### src/rtl/mmio_fifo_pkg.sv
// Shared register map for the MMIO FIFO controller.
// Offsets are relative to BASE_ADDR in 4-byte MMIO word units.
// Status read bits and STATUS write command bits live here too.
package mmio_fifo_pkg;

  // Register offsets within the 8-word window
  localparam logic [2:0] OFF_PUSH   = 3'd0;
  localparam logic [2:0] OFF_POP    = 3'd2;
  localparam logic [2:0] OFF_PEEK   = 3'd4;
  localparam logic [2:0] OFF_STATUS = 3'd6;

  // STATUS read bit positions
  localparam int ST_EMPTY  = 0;
  localparam int ST_FULL   = 1;
  localparam int ST_OVF    = 2;
  localparam int ST_UDF    = 3;
  localparam int ST_PERR   = 4;
  localparam int ST_CNT_LO = 8;

  // STATUS write command bit positions
  localparam int CMD_CLR   = 0;
  localparam int CMD_FLUSH = 1;

endpackage

### src/rtl/mmio_fifo_ram.sv
// DEPTH x 64 storage for the MMIO FIFO.
// Write is captured on clk; read is combinational at the head pointer.
// No flow control; contents are never reset.
module mmio_fifo_ram #(
  parameter int DEPTH = 16,
  parameter int AW    = 4
) (
  input  logic          clk,
  input  logic          wr_en,
  input  logic [AW-1:0] wr_addr,
  input  logic [63:0]   wr_data,
  input  logic [AW-1:0] rd_addr,
  output logic [63:0]   rd_data
);

  logic [63:0] mem [DEPTH];

  // Synchronous write port
  always_ff @(posedge clk) begin
    if (wr_en) mem[wr_addr] <= wr_data;
  end

  assign rd_data = mem[rd_addr];

endmodule

### src/rtl/mmio_fifo_ctrl.sv
// MMIO register window driving a 64-bit FIFO: push/pop/peek/status/flush.
// Read response is registered: exactly one cycle after the request.
// No backpressure: full pushes are dropped (ovf), empty pops return 0 (udf).
module mmio_fifo_ctrl
  import mmio_fifo_pkg::*;
#(
  parameter int          DEPTH     = 16,
  parameter logic [15:0] BASE_ADDR = 16'h0040
) (
  input  logic        clk,
  input  logic        rst,
  input  logic        mmio_wr_valid,
  input  logic        mmio_rd_valid,
  input  logic [15:0] mmio_addr,
  input  logic [8:0]  mmio_tid,
  input  logic [63:0] mmio_wr_data,
  output logic        rsp_valid,
  output logic        rsp_hit,
  output logic [8:0]  rsp_tid,
  output logic [63:0] rsp_data,
  output logic [7:0]  count
);

  localparam int AW = $clog2(DEPTH);
  localparam int CW = AW + 1;

  logic [AW-1:0] wr_ptr, rd_ptr;
  logic [CW-1:0] cnt;
  logic          ovf, udf, perr;
  logic [63:0]   head;
  logic [63:0]   rd_word;

  // BASE_ADDR is 8-aligned, so the window is one 8-word block; odd words are holes
  wire       win     = (mmio_addr[15:3] == BASE_ADDR[15:3]) && !mmio_addr[0];
  wire [2:0] off     = mmio_addr[2:0];
  wire       empty   = (cnt == '0);
  wire       full    = (cnt == CW'(DEPTH));
  wire       collide = mmio_wr_valid && mmio_rd_valid;

  // A colliding write is dropped; the read still goes ahead
  wire wr_ok    = mmio_wr_valid && !mmio_rd_valid && win;
  wire do_push  = wr_ok && (off == OFF_PUSH) && !full;
  wire push_ovf = wr_ok && (off == OFF_PUSH) && full;
  wire st_wr    = wr_ok && (off == OFF_STATUS);
  wire clr      = st_wr && mmio_wr_data[CMD_CLR];
  wire flush    = st_wr && mmio_wr_data[CMD_FLUSH];
  wire rd_hit   = mmio_rd_valid && win;
  wire do_pop   = rd_hit && (off == OFF_POP) && !empty;
  wire pop_udf  = rd_hit && (off == OFF_POP) && empty;

  mmio_fifo_ram #(.DEPTH(DEPTH), .AW(AW)) u_ram (
    .clk     (clk),
    .wr_en   (do_push),
    .wr_addr (wr_ptr),
    .wr_data (mmio_wr_data),
    .rd_addr (rd_ptr),
    .rd_data (head)
  );

  // Read mux; STATUS already shows perr for a read that collides with a write
  always_comb begin
    rd_word = '0;
    case (off)
      OFF_POP, OFF_PEEK: rd_word = empty ? 64'd0 : head;
      OFF_STATUS: begin
        rd_word[ST_EMPTY]             = empty;
        rd_word[ST_FULL]              = full;
        rd_word[ST_OVF]               = ovf;
        rd_word[ST_UDF]               = udf;
        rd_word[ST_PERR]              = perr | collide;
        rd_word[ST_CNT_LO +: 8]       = 8'(cnt);
      end
      default: rd_word = '0;
    endcase
  end

  // Pointers and occupancy; push and pop never coincide since collisions drop the write
  always_ff @(posedge clk or posedge rst) begin
    if (rst) begin
      wr_ptr <= '0;
      rd_ptr <= '0;
      cnt    <= '0;
    end else if (flush) begin
      wr_ptr <= '0;
      rd_ptr <= '0;
      cnt    <= '0;
    end else if (do_push) begin
      wr_ptr <= wr_ptr + AW'(1);
      cnt    <= cnt + CW'(1);
    end else if (do_pop) begin
      rd_ptr <= rd_ptr + AW'(1);
      cnt    <= cnt - CW'(1);
    end
  end

  // Sticky error flags, cleared only by a STATUS write with the clear bit
  always_ff @(posedge clk or posedge rst) begin
    if (rst) begin
      ovf  <= 1'b0;
      udf  <= 1'b0;
      perr <= 1'b0;
    end else begin
      ovf  <= (ovf  && !clr) || push_ovf;
      udf  <= (udf  && !clr) || pop_udf;
      perr <= (perr && !clr) || collide;
    end
  end

  // One registered response per read request; misses echo the TID with zero data
  always_ff @(posedge clk or posedge rst) begin
    if (rst) begin
      rsp_valid <= 1'b0;
      rsp_hit   <= 1'b0;
      rsp_tid   <= '0;
      rsp_data  <= '0;
    end else begin
      rsp_valid <= mmio_rd_valid;
      rsp_hit   <= rd_hit;
      if (mmio_rd_valid) begin
        rsp_tid  <= mmio_tid;
        rsp_data <= rd_hit ? rd_word : 64'd0;
      end
    end
  end

  assign count = 8'(cnt);

endmodule

### config.mk
export PLATFORM = sky130hd
export DESIGN_NAME = mmio_fifo_ctrl
export DESIGN_NICKNAME = d
export VERILOG_FILES = /design/src/rtl/mmio_fifo_pkg.sv /design/src/rtl/mmio_fifo_ram.sv /design/src/rtl/mmio_fifo_ctrl.sv
export SDC_FILE = /design/constraint.sdc
export NUM_CORES = 1
export LEC_CHECK = 0
export BUFFER_PORTS_ARGS = -buffer_cell sky130_fd_sc_hd__buf_2
export CORE_MARGIN = 2
export CORE_UTILIZATION = 29
export DETAILED_ROUTE_END_ITERATION = 6
export PLACE_DENSITY = 0.49
export SLEW_MARGIN = 20
export SYNTH_ARGS = -nofsm -noshare
export SYNTH_HDL_FRONTEND = slang
export SYNTH_SLANG_ARGS = --single-unit
### constraint.sdc
create_clock -name clk -period 10.8 [get_ports clk]
set_input_delay 1.08 -clock clk [delete_from_list [all_inputs] [get_ports clk]]
set_output_delay 1.08 -clock clk [all_outputs]
set_load 0.02 [all_outputs]
# Word level (Yosys, flattened, before mapping)
# Memories as Yosys holds them, arrays and structs flattened.
# Cells that the tools add are included.
word_totals:
  ff_bits: 91
  ram_bits: 1024
  in_bits: 93
  out_inout_bits: 83
  wordCells: 70
  memories: 1
memory_table:
  columns: ["memory", "depth", "word_bits", "read_ports", "rd_clocked_by_memory_dff", "wr", "line", "source"]
  rows:
  - ["u_ram.mem", 16, 64, 1, 0, 1, "mmio_fifo_ram.sv:16", "logic [63:0] mem [DEPTH];"]
op_classes:
  n_addsub: 4
  eq_ne: 6
  n_mux: 16
  n_bitwise: 1
  reduce_logical: 32
op_table:
  columns: ["operator", "n"]
  rows:
  - ["$mux 64", 2]
  - ["$mux 48", 1]
  - ["$mux 4", 5]
  - ["$logic_and 1x1->1", 17]
  - ["$pmux 8 s2", 1]
  - ["$mux 5", 3]
  - ["$eq 13x4->1 const B", 1]
  - ["$pmux 5 s2", 1]
  - ["$add 4x1->4 const B", 2]
  - ["$eq 3x3->1 const B", 2]
  - ["$add 5x1->5 const B", 1]
  - ["$eq 5x5->1 const B", 1]
  - ["$logic_not 1->1", 5]
  - ["$logic_not 5->1", 1]
  - ["$sub 5x1->5 const B", 1]
  - ["$reduce_bool 2->1", 2]
  - ["$eq 3x2->1 const B", 1]
  - ["$logic_not 3->1", 1]
  - ["$logic_or 1x1->1", 3]
  - ["$mux 3", 1]
  - ["$reduce_bool 3->1", 1]
  - ["$mux 1", 2]
  - ["$ne 2x1->1 const B", 1]
  - ["$reduce_and 2->1", 1]
  - ["2 further kinds", 2]

# Logic depth before layout (Yosys ltp)
# Gate-level depths: netlist of run 1.
logic_depth:
  depth_word: 8
  depth_mapped: 10
  ltp_nobuf: 10

# Modules after synthesis
# From an unflattened synthesis of run 1, not the netlist that was laid out.
hier_totals:
  cells_unflattened: 1878
  area_unflattened_um2: 42086.6
modules_own_cells:
  columns: ["module", "n_inst", "cells_per_inst", "area_each_um2", "seq_area_each_um2"]
  rows:
  - ["mmio_fifo_ram", 1, 1583, 38300.5, 30749.5]
  - ["mmio_fifo_ctrl", 1, 295, 3786.1, 2277.2]

# Worst setup path after synthesis of run 1
# OpenSTA, ideal clock, no wires.
synth_timing:
  path_type: "input -> register"
  from: "input mmio_rd_valid"
  to: "memory u_ram.mem[0][0], enable pin"
  setup_ps: 644
  arrival_time_ps: 8369
  required_time_ps: 10156
  setup_slack_ps: 1787
  path_stages: 5
  n_path_buf: 0
  cell_sequence: "or3b_1 > or3_4 > nor4_4 > inv_4 > nor4_1"
synth_between:
  elab_chain_len: 7
synth_lines:
  columns: ["item", "line", "source"]
  rows:
  - ["start: declaration", "mmio_fifo_ctrl.sv:13", "input logic mmio_rd_valid,"]
  - ["$logic_not 1->1", "mmio_fifo_ctrl.sv:41", "wire wr_ok = mmio_wr_valid && !mmio_rd_valid && win;"]
  - ["$logic_and 1x1->1 (2 in a row)", "mmio_fifo_ctrl.sv:41", null]
  - ["$logic_and 1x1->1 (2 in a row)", "mmio_fifo_ctrl.sv:42", "wire do_push = wr_ok && (off == OFF_PUSH) && !full;"]
  - ["$mux 1", "mmio_fifo_ram.sv:20", "if (wr_en) mem[wr_addr] <= wr_data;"]
  - ["$mux 1 (implied by the code)", "mmio_fifo_ram.sv:20", null]
  - ["end: declaration", "mmio_fifo_ram.sv:16", null]
# No other way between the ends.

# Worst setup path in the final report of run 1
layout_timing:
  from: "input mmio_rd_valid"
  to: "memory u_ram.mem[13][40], enable pin"
# The elaborated chain is that of the path after synthesis.

==> results.md, run 1 <==
- Antenna-violating nets left: 0
- Hpwl dp: ~55,000 um
- CTS clk-pin slew, worst paths: approximately 0.060 ns
- CP Capture Type: register
- Avg Vias per Cell: between 4 and 5
- Initial antenna violation count: 27
- Post-Syn Area: about 43,000 sq um
- Post-synthesis compound-gate area fraction: 0.0131
- Xor/xnor share of the synthesized area: 0.00185
- Synth Instances: 1,864
- Clock tree buffer depth: 3
- Slew HR: 0.248
- IO Port Bufs: 172
- Post-CTS Setup Bufs: 0
- Number of synthesized register bits: 1,115
- Static leakage: ~16 nW
- Synth Area per Inst: roughly 23 sq um
- Horiz. Die Dim: 388 um
- Arr. time, crit path: around 4.4 ns
- RSZ-0062 raised after global routing: false
- Final Hold Viols: 0
- Largest family of logic cells by synthesized area: multiplexers
- EDFF count, synth: just over 1,000
- Setup_tns: 0 ns
- # fillers: between 10,000 and 15,000
- Core Area: between 100,000 and 150,000 sq um
- Slew @ Worst Pin: approximately 1.1 ns
- CTS H-Tree Depth: 3
- Die Area: approximately 150,000 sq um
- Seq/Total Area, Yosys: 0.774
- GP Congestion: around 0.71
- Data required, critical path: 11.12 ns
- Routed WL per cell: about 24 um
- Ys async rst share: 0.0816
- Final worst-path cycle share: 0.380
- Max Cap Viol: 0
- Status: completed
- Peak supply drop: between 0.1 and 0.15 mV
- Max frequency: 244 MHz
- Clk sinks: about 1,100
- Critical path class: in2reg
- Die extent in y: ~390 um
- Final core occ: 0.341
- Skew final: between 0.02 and 0.03 ns
- Layout Nets: 2,214
- Std-Cell Rows: 140
- Initial core utilization: 0.292
- First-pass GRT wire length: ~150,000 um
- Via count: ~19,000
- Share of cells above drive strength 1: 0.341
- Remaining DRCs: 0
- TritonCTS Buffers: ~120
- TritonCTS clock tree: yes
- Starting DRT DRC Count: 1,645
- Synth Area in Simple Gates: 0.0126
- Root Driver: clkbuf_16
- Ports: 176
- Worst hold slack: 0.484 ns
- Overall routing resource usage: 0.132
- Tmin final: approximately 4.1 ns
- CP max FO: 37
- Cts repair resizes: 0
- Post-Synth Adder-Cell Area: 0.00311
- Setup crit start kind: input port
- Worst-skew pair later-pin latency: 0.71 ns
- Pwr Total: between 0.008 and 0.009 W
- Number of library cell types mapped by synthesis: 46
- Synthesis-to-finish area growth: 16.5%
- Number of global-route vias before repair: around 21,000
- Syn. warnings: 0
- Main synth FF type: edfxtp_1
- Drt pass-1 iters: 6
- Final Max Slew Viols: 0
- Mux share of post-synthesis cell area: 0.172
- Aggregate routed wire length: 99,100 um
- Power per standard cell area: 175 nW/um^2
- Largest net degree at the start of global routing: 150
- Post-CTS Hold Fix Bufs: 0
- Worst Hold Class: in2async
- Grt ovf: 0
- Setup violators final: 0
## stage by stage
| step | cell area (sq um) | worst slack [ns] | instances |
|---|---|---|---|
| floorplan | 42700 | 1.79 | 1866 |
| global placement | 45900 | 5.96 | 3908 |
| detailed placement | 45900 | 5.93 | 3908 |
| CTS | 49700 | 6.68 | 4123 |
| global route | 49700 | 6.49 | 4124 |
| finish | 49700 | 6.69 | 4125 |
## worst max-delay path: stages
cell     delay, ns
buf_4         0.24
or3b_1        0.47
or3_4         0.38
nor4_4        0.49
nand3_1       0.44
nor2_4        0.19
buf_4         0.42
buf_4         0.66
## logic make-up (layout without fill, tap and decap cells)
| kind of cell | Yosys count | count (layout) |
|---|---|---|
| multiplexers | 332 | 332 |
| adder cells (fa/ha/maj) | 10 | 10 |
| flip-flops | 1115 | 1115 |
| AO/OA/AOI/OAI | 89 | 89 |
| other | 1 | 4 |
| buffers and inverters | 223 | 564 |
| XOR/XNOR | 9 | 9 |
| AND/OR/NAND/NOR | 85 | 85 |
## where the power goes
part           switching (W)  internal [W]
Combinational      0.0000826     0.0000197
Clock                0.00164       0.00224
Sequential        0.00000156       0.00472
Total                0.00172       0.00697
## layout by cell type (no fill, tap or decap), types with 3 or more instances in the layout
master and n:
buf_2 171, a21o_1 5, nor2_1 15, bufinv_16 7, inv_1 128, a21oi_1 14
buf_12 3, dfrtp_4 4, nor4_4 3, edfxtp_1 1024, clkbuf_16 122, nor2b_1 10
ha_1 9, o21ai_0 6, mux2_2 9, clkinvlp_4 4, nor4_2 10, conb_1 3
clkinv_1 27, nand2_1 8, clkbuf_8 3, inv_8 3, nor3_2 4, clkbuf_1 19
buf_4 45, o22ai_1 54, nand3_1 8, xnor2_1 7, dfrtp_1 87, nor2_4 4
nand4_1 4, mux4_2 320, nor3_1 4, clkinv_2 25, o21ai_1 6
## cell type report
| type | count | area (sq um) | area share |
|---|---|---|---|
| antenna | 1 | 2.50 | 0.0000504 |
| clock buffer | 144 | 3170 | 0.0637 |
| clock inverter | 71 | 563 | 0.0113 |
| inverter | 130 | 493 | 0.00992 |
| multi-input combinational | 528 | 8770 | 0.176 |
| sequential | 1115 | 33000 | 0.665 |
| tap | 1917 | 2400 | 0.0483 |
| timing repair buffer | 219 | 1250 | 0.0252 |
## synthesized netlist by cell type (all sizes together), types with 2 or more instances
master  instances  share of area
buf            51         0.0076
nor3            8        0.00094
edfxtp       1024           0.72
nand3           8        0.00094
and2            2        0.00029
mux4          320           0.17
a21oi          14         0.0016
a21o            5        0.00088
dfrtp          91          0.053
xnor2           7         0.0014
clkbuf         42         0.0037
o21ai          12         0.0014
nor2b          10         0.0015
mux2i           2        0.00047
nand2           8        0.00070
inv           130          0.011
or4             3        0.00053
nor2           19         0.0017
o22ai          54         0.0079
xor2            2        0.00041
ha              9         0.0026
mux2           10         0.0027
nand4           5        0.00088
nor4           14         0.0033
nor3b           2        0.00035
## layer usage
layer | routed length, um | up-vias | part of all wire | track usage
met4 | 1830 | 34 | 0.018 | 0.0348
met5 | 216 | - | 0.0022 | 0
li1 | - | 8264 | - | -
met3 | 5760 | 164 | 0.058 | 0.0324
met2 | 48800 | 443 | 0.49 | 0.217
met1 | 42500 | 10493 | 0.43 | 0.173
## worst paths after layout
kind | cells past startpoint | end | slack (ns) | startpoint
worst max-delay path | 8 | u_ram.mem[13][40] | 6.69 | mmio_rd_valid
worst min-delay path | 2 | rsp_data[31] | 0.48 | rst
worst max register to register | 6 | rsp_data[39] | 7.20 | rd_ptr[0]
worst min register to register | 1 | udf | 0.49 | udf
max in group asynchronous | 3 | rd_ptr[0] | 8.89 | rst
min in group clk | 1 | udf | 0.49 | udf
## registers in the layout, summed over array words and instances, names as in the netlist, 4 cells and up
signal / cells
wr_ptr: 4
rsp_tid: 9
rsp_data: 64
rd_ptr: 4
cnt: 5
u_ram.mem: 1024
Power figures use the tool's default switching activity.
==> run 2, diff against run 1 <==
--- a/config.mk
+++ b/config.mk
@@ -9,7 +9,7 @@
 export CORE_MARGIN = 2
 export CORE_UTILIZATION = 29
 export DETAILED_ROUTE_END_ITERATION = 6
-export PLACE_DENSITY = 0.49
+export PLACE_DENSITY = 0.5
 export SLEW_MARGIN = 20
 export SYNTH_ARGS = -nofsm -noshare
 export SYNTH_HDL_FRONTEND = slang
==> constraint.sdc (replaced) <==
create_clock -name clk -period 3.6 [get_ports clk]
set_input_delay 0.36 -clock clk [delete_from_list [all_inputs] [get_ports clk]]
set_output_delay 0.36 -clock clk [all_outputs]
set_load 0.02 [all_outputs]
==> results.md, run 2 (synthesized netlist as in run 1, its figures left out) <==
- Starting DRT DRC Count: roughly 1,500
- Initial antenna violation count: 20
- Slew @ Worst Pin: ~1.1 ns
- Slew HR: 0.263
- Root Driver: clkbuf_16
- Arr. time, crit path: between 3 and 4 ns
- CTS clk-pin slew, worst paths: ~0.060 ns
- Via count: 19,790
- CTS H-Tree Depth: 3
- Seq pwr share: 0.529
- GP Congestion: between 0.7 and 0.8
- Worst path slowest cell: dlygate4sd3_1
- Setup crit start kind: input port
- Peak supply drop: a little over 0.4 mV
- TritonCTS Buffers: between 100 and 150
- First-pass GRT wire length: about 150,000 um
- Hold endpoint: u_ram.mem[14][50]
- # fillers: 13,423
- Worst reg-to-reg path cell count: 10
- Worst slack, placed: 0.297 ns
- RR Endpoint: cnt[4]
- Worst Hold Class: in2reg
- Initial core utilization: 0.292
- Core Area: roughly 150,000 sq um
- Setup_tns: 0 ns
- Drt pass-1 iters: 7
- Clock tree buffer depth: 3
- Layout Nets: between 2,000 and 2,500
- Setup violators final: 0
- Power per standard cell area: roughly 520 nW/um^2
- Status: completed
- Most flops, register: u_ram.mem
- Max Cap Viol: 0
- WP buf/inv: 3
- Max incr delay on CP: between 0.5 and 0.6 ns
- Internal: 0.0215 W
- Worst-skew pair later-pin latency: 0.70 ns
- Skew final: 0.0245 ns
- CP max FO: 4
- Die Area: around 150,000 sq um
- Max frequency: about 310 MHz
- Clk sinks: about 1,100
- Ports: roughly 180
- NetSw: roughly 0.0052 W
- Clock power share: 0.458
- Static leakage: between 15 and 20 nW
- Hold Path Depth: 1
- CP Capture Type: register
- Aggregate routed wire length: 103,000 um
- Final Max Slew Viols: 0
- CP most frequent cell: a21o_1
- Hpwl dp: a little under 60,000 um
- Commonest non-fill, non-tap cell in the layout: edfxtp_1
- Worst hold slack: slightly above 0.05 ns
- Overall routing resource usage: 0.137
- Most frequent cells in the layout: edfxtp_1, mux4_2, buf_2
- Biggest regs: u_ram.mem (1024), rsp_data (64), rsp_tid (9)
- Worst r2r src: cnt[0]
- Routed WL per cell: ~24 um
- HP Start: mmio_wr_data[50]
- CP top delay family: simple AND/OR/NAND/NOR gates
- Critical-path cell list: dlygate4sd3_1 > buf_4 > or3b_1 > or3_4 > nor4_4 > inv_4 > fa_1 > a21o_1 > a21o_1 > or4_1 > a21o_1 > a21oi_1
- Final WS setup: between 0.4 and 0.5 ns
- Worst R2R Setup Slack: 0.61 ns
- Die extent in y: between 300 and 400 um
- Sw Ratio: 0.196
- Number of global-route vias before repair: ~21,000
- Std-Cell Rows: 140
- Final worst-path cycle share: 0.884
- Antenna-violating nets left: 0
- Share of cells above drive strength 1: 0.343
- Data required, critical path: 4.21 ns
- IO Port Bufs: roughly 170
- Final Hold Viols: 0
- Synthesis-to-finish area growth: 19.5%
- Critical path class: in2reg
- Cts repair resizes: 0
- TritonCTS clock tree: yes
- Max reg flops: between 1,000 and 1,500
- Largest net degree at the start of global routing: between 60 and 70
- Avg Vias per Cell: ~4.7
- Remaining DRCs: 0
- Grt ovf: 0
- Logic pwr share: 0.013
- Horiz. Die Dim: 388 um
- Final core occ: 0.349
- Tmin final: ~3.2 ns
- RSZ-0062 raised after global routing: false
-- run 2: cell count changes in the layout (fill, tap and decap cells not counted), moves of 4 or more --
cell | before | now
buf_12 | 3 | 40
dlygate4sd3_1 | 0 | 32
buf_4 | 45 | 33
clkbuf_1 | 19 | 30
clkinv_2 | 25 | 15
clkinv_1 | 27 | 19
nor4_2 | 10 | 2
nor4_4 | 3 | 11
bufinv_16 | 7 | 14
diode_2 | 1 | 8
clkbuf_8 | 3 | 8
nor3_2 | 4 | 0
nor3_4 | 0 | 4
-- run 2: final cells by class --
| type | instances | area, sq um | share of cell area |
|---|---|---|---|
| inverters | 130 | 493 | 0.00967 |
| repair buffers | 276 | 2220 | 0.0436 |
| clock inverters | 62 | 707 | 0.0139 |
| well taps | 1917 | 2400 | 0.0471 |
| multi-input cells | 528 | 8860 | 0.174 |
| flip-flops and latches | 1115 | 33000 | 0.648 |
| diodes | 8 | 20.0 | 0.000393 |
| clock buffers | 158 | 3230 | 0.0633 |
-- run 2: how the worst max path moves through the flow --
stage / start / to / cells after the start
3_3_place_gp: mmio_addr[0] / cnt[4] / 11
2_1_floorplan: mmio_rd_valid / u_ram.mem[0][0] / 5
6_report: mmio_rd_valid / cnt[4] / 12
3_5_place_dp: mmio_addr[0] / cnt[4] / 11
4_1_cts: mmio_rd_valid / cnt[4] / 12
5_1_grt: mmio_rd_valid / u_ram.mem[15][3] / 9
-- run 2: metrics by stage --
stage | power, W | instances | cell area (sq um)
after CTS | 0.0271 | 4186 | 51000
after detailed placement | 0.0147 | 3934 | 46700
final | 0.0267 | 4194 | 51000
after global placement | 0.0147 | 3934 | 46700
after floorplan | 0.0145 | 1866 | 42800
after global routing | 0.0276 | 4187 | 51000
-- run 2: routing by layer --
metal,global-route usage,wire length [um]
met1,0.183,44900
met2,0.229,50700
met3,0.0272,5280
met4,0.0331,1740
met5,0,107
-- run 2: repair_timing --
item,CTS,global route
setup buffers,0,0
hold endpoints to repair,218,0
endpoints found under the setup margin,0,0
hold buffers,32,0
-- run 2: power by group through the flow --
stage	registers, W	logic [W]	clock network [W]
global placement	0.0144	0.000302	0
floorplan	0.0144	0.0000497	0
global route	0.0141	0.000386	0.0131
CTS	0.0141	0.000357	0.0126
finish	0.0141	0.000348	0.0122
detailed placement	0.0144	0.000323	0
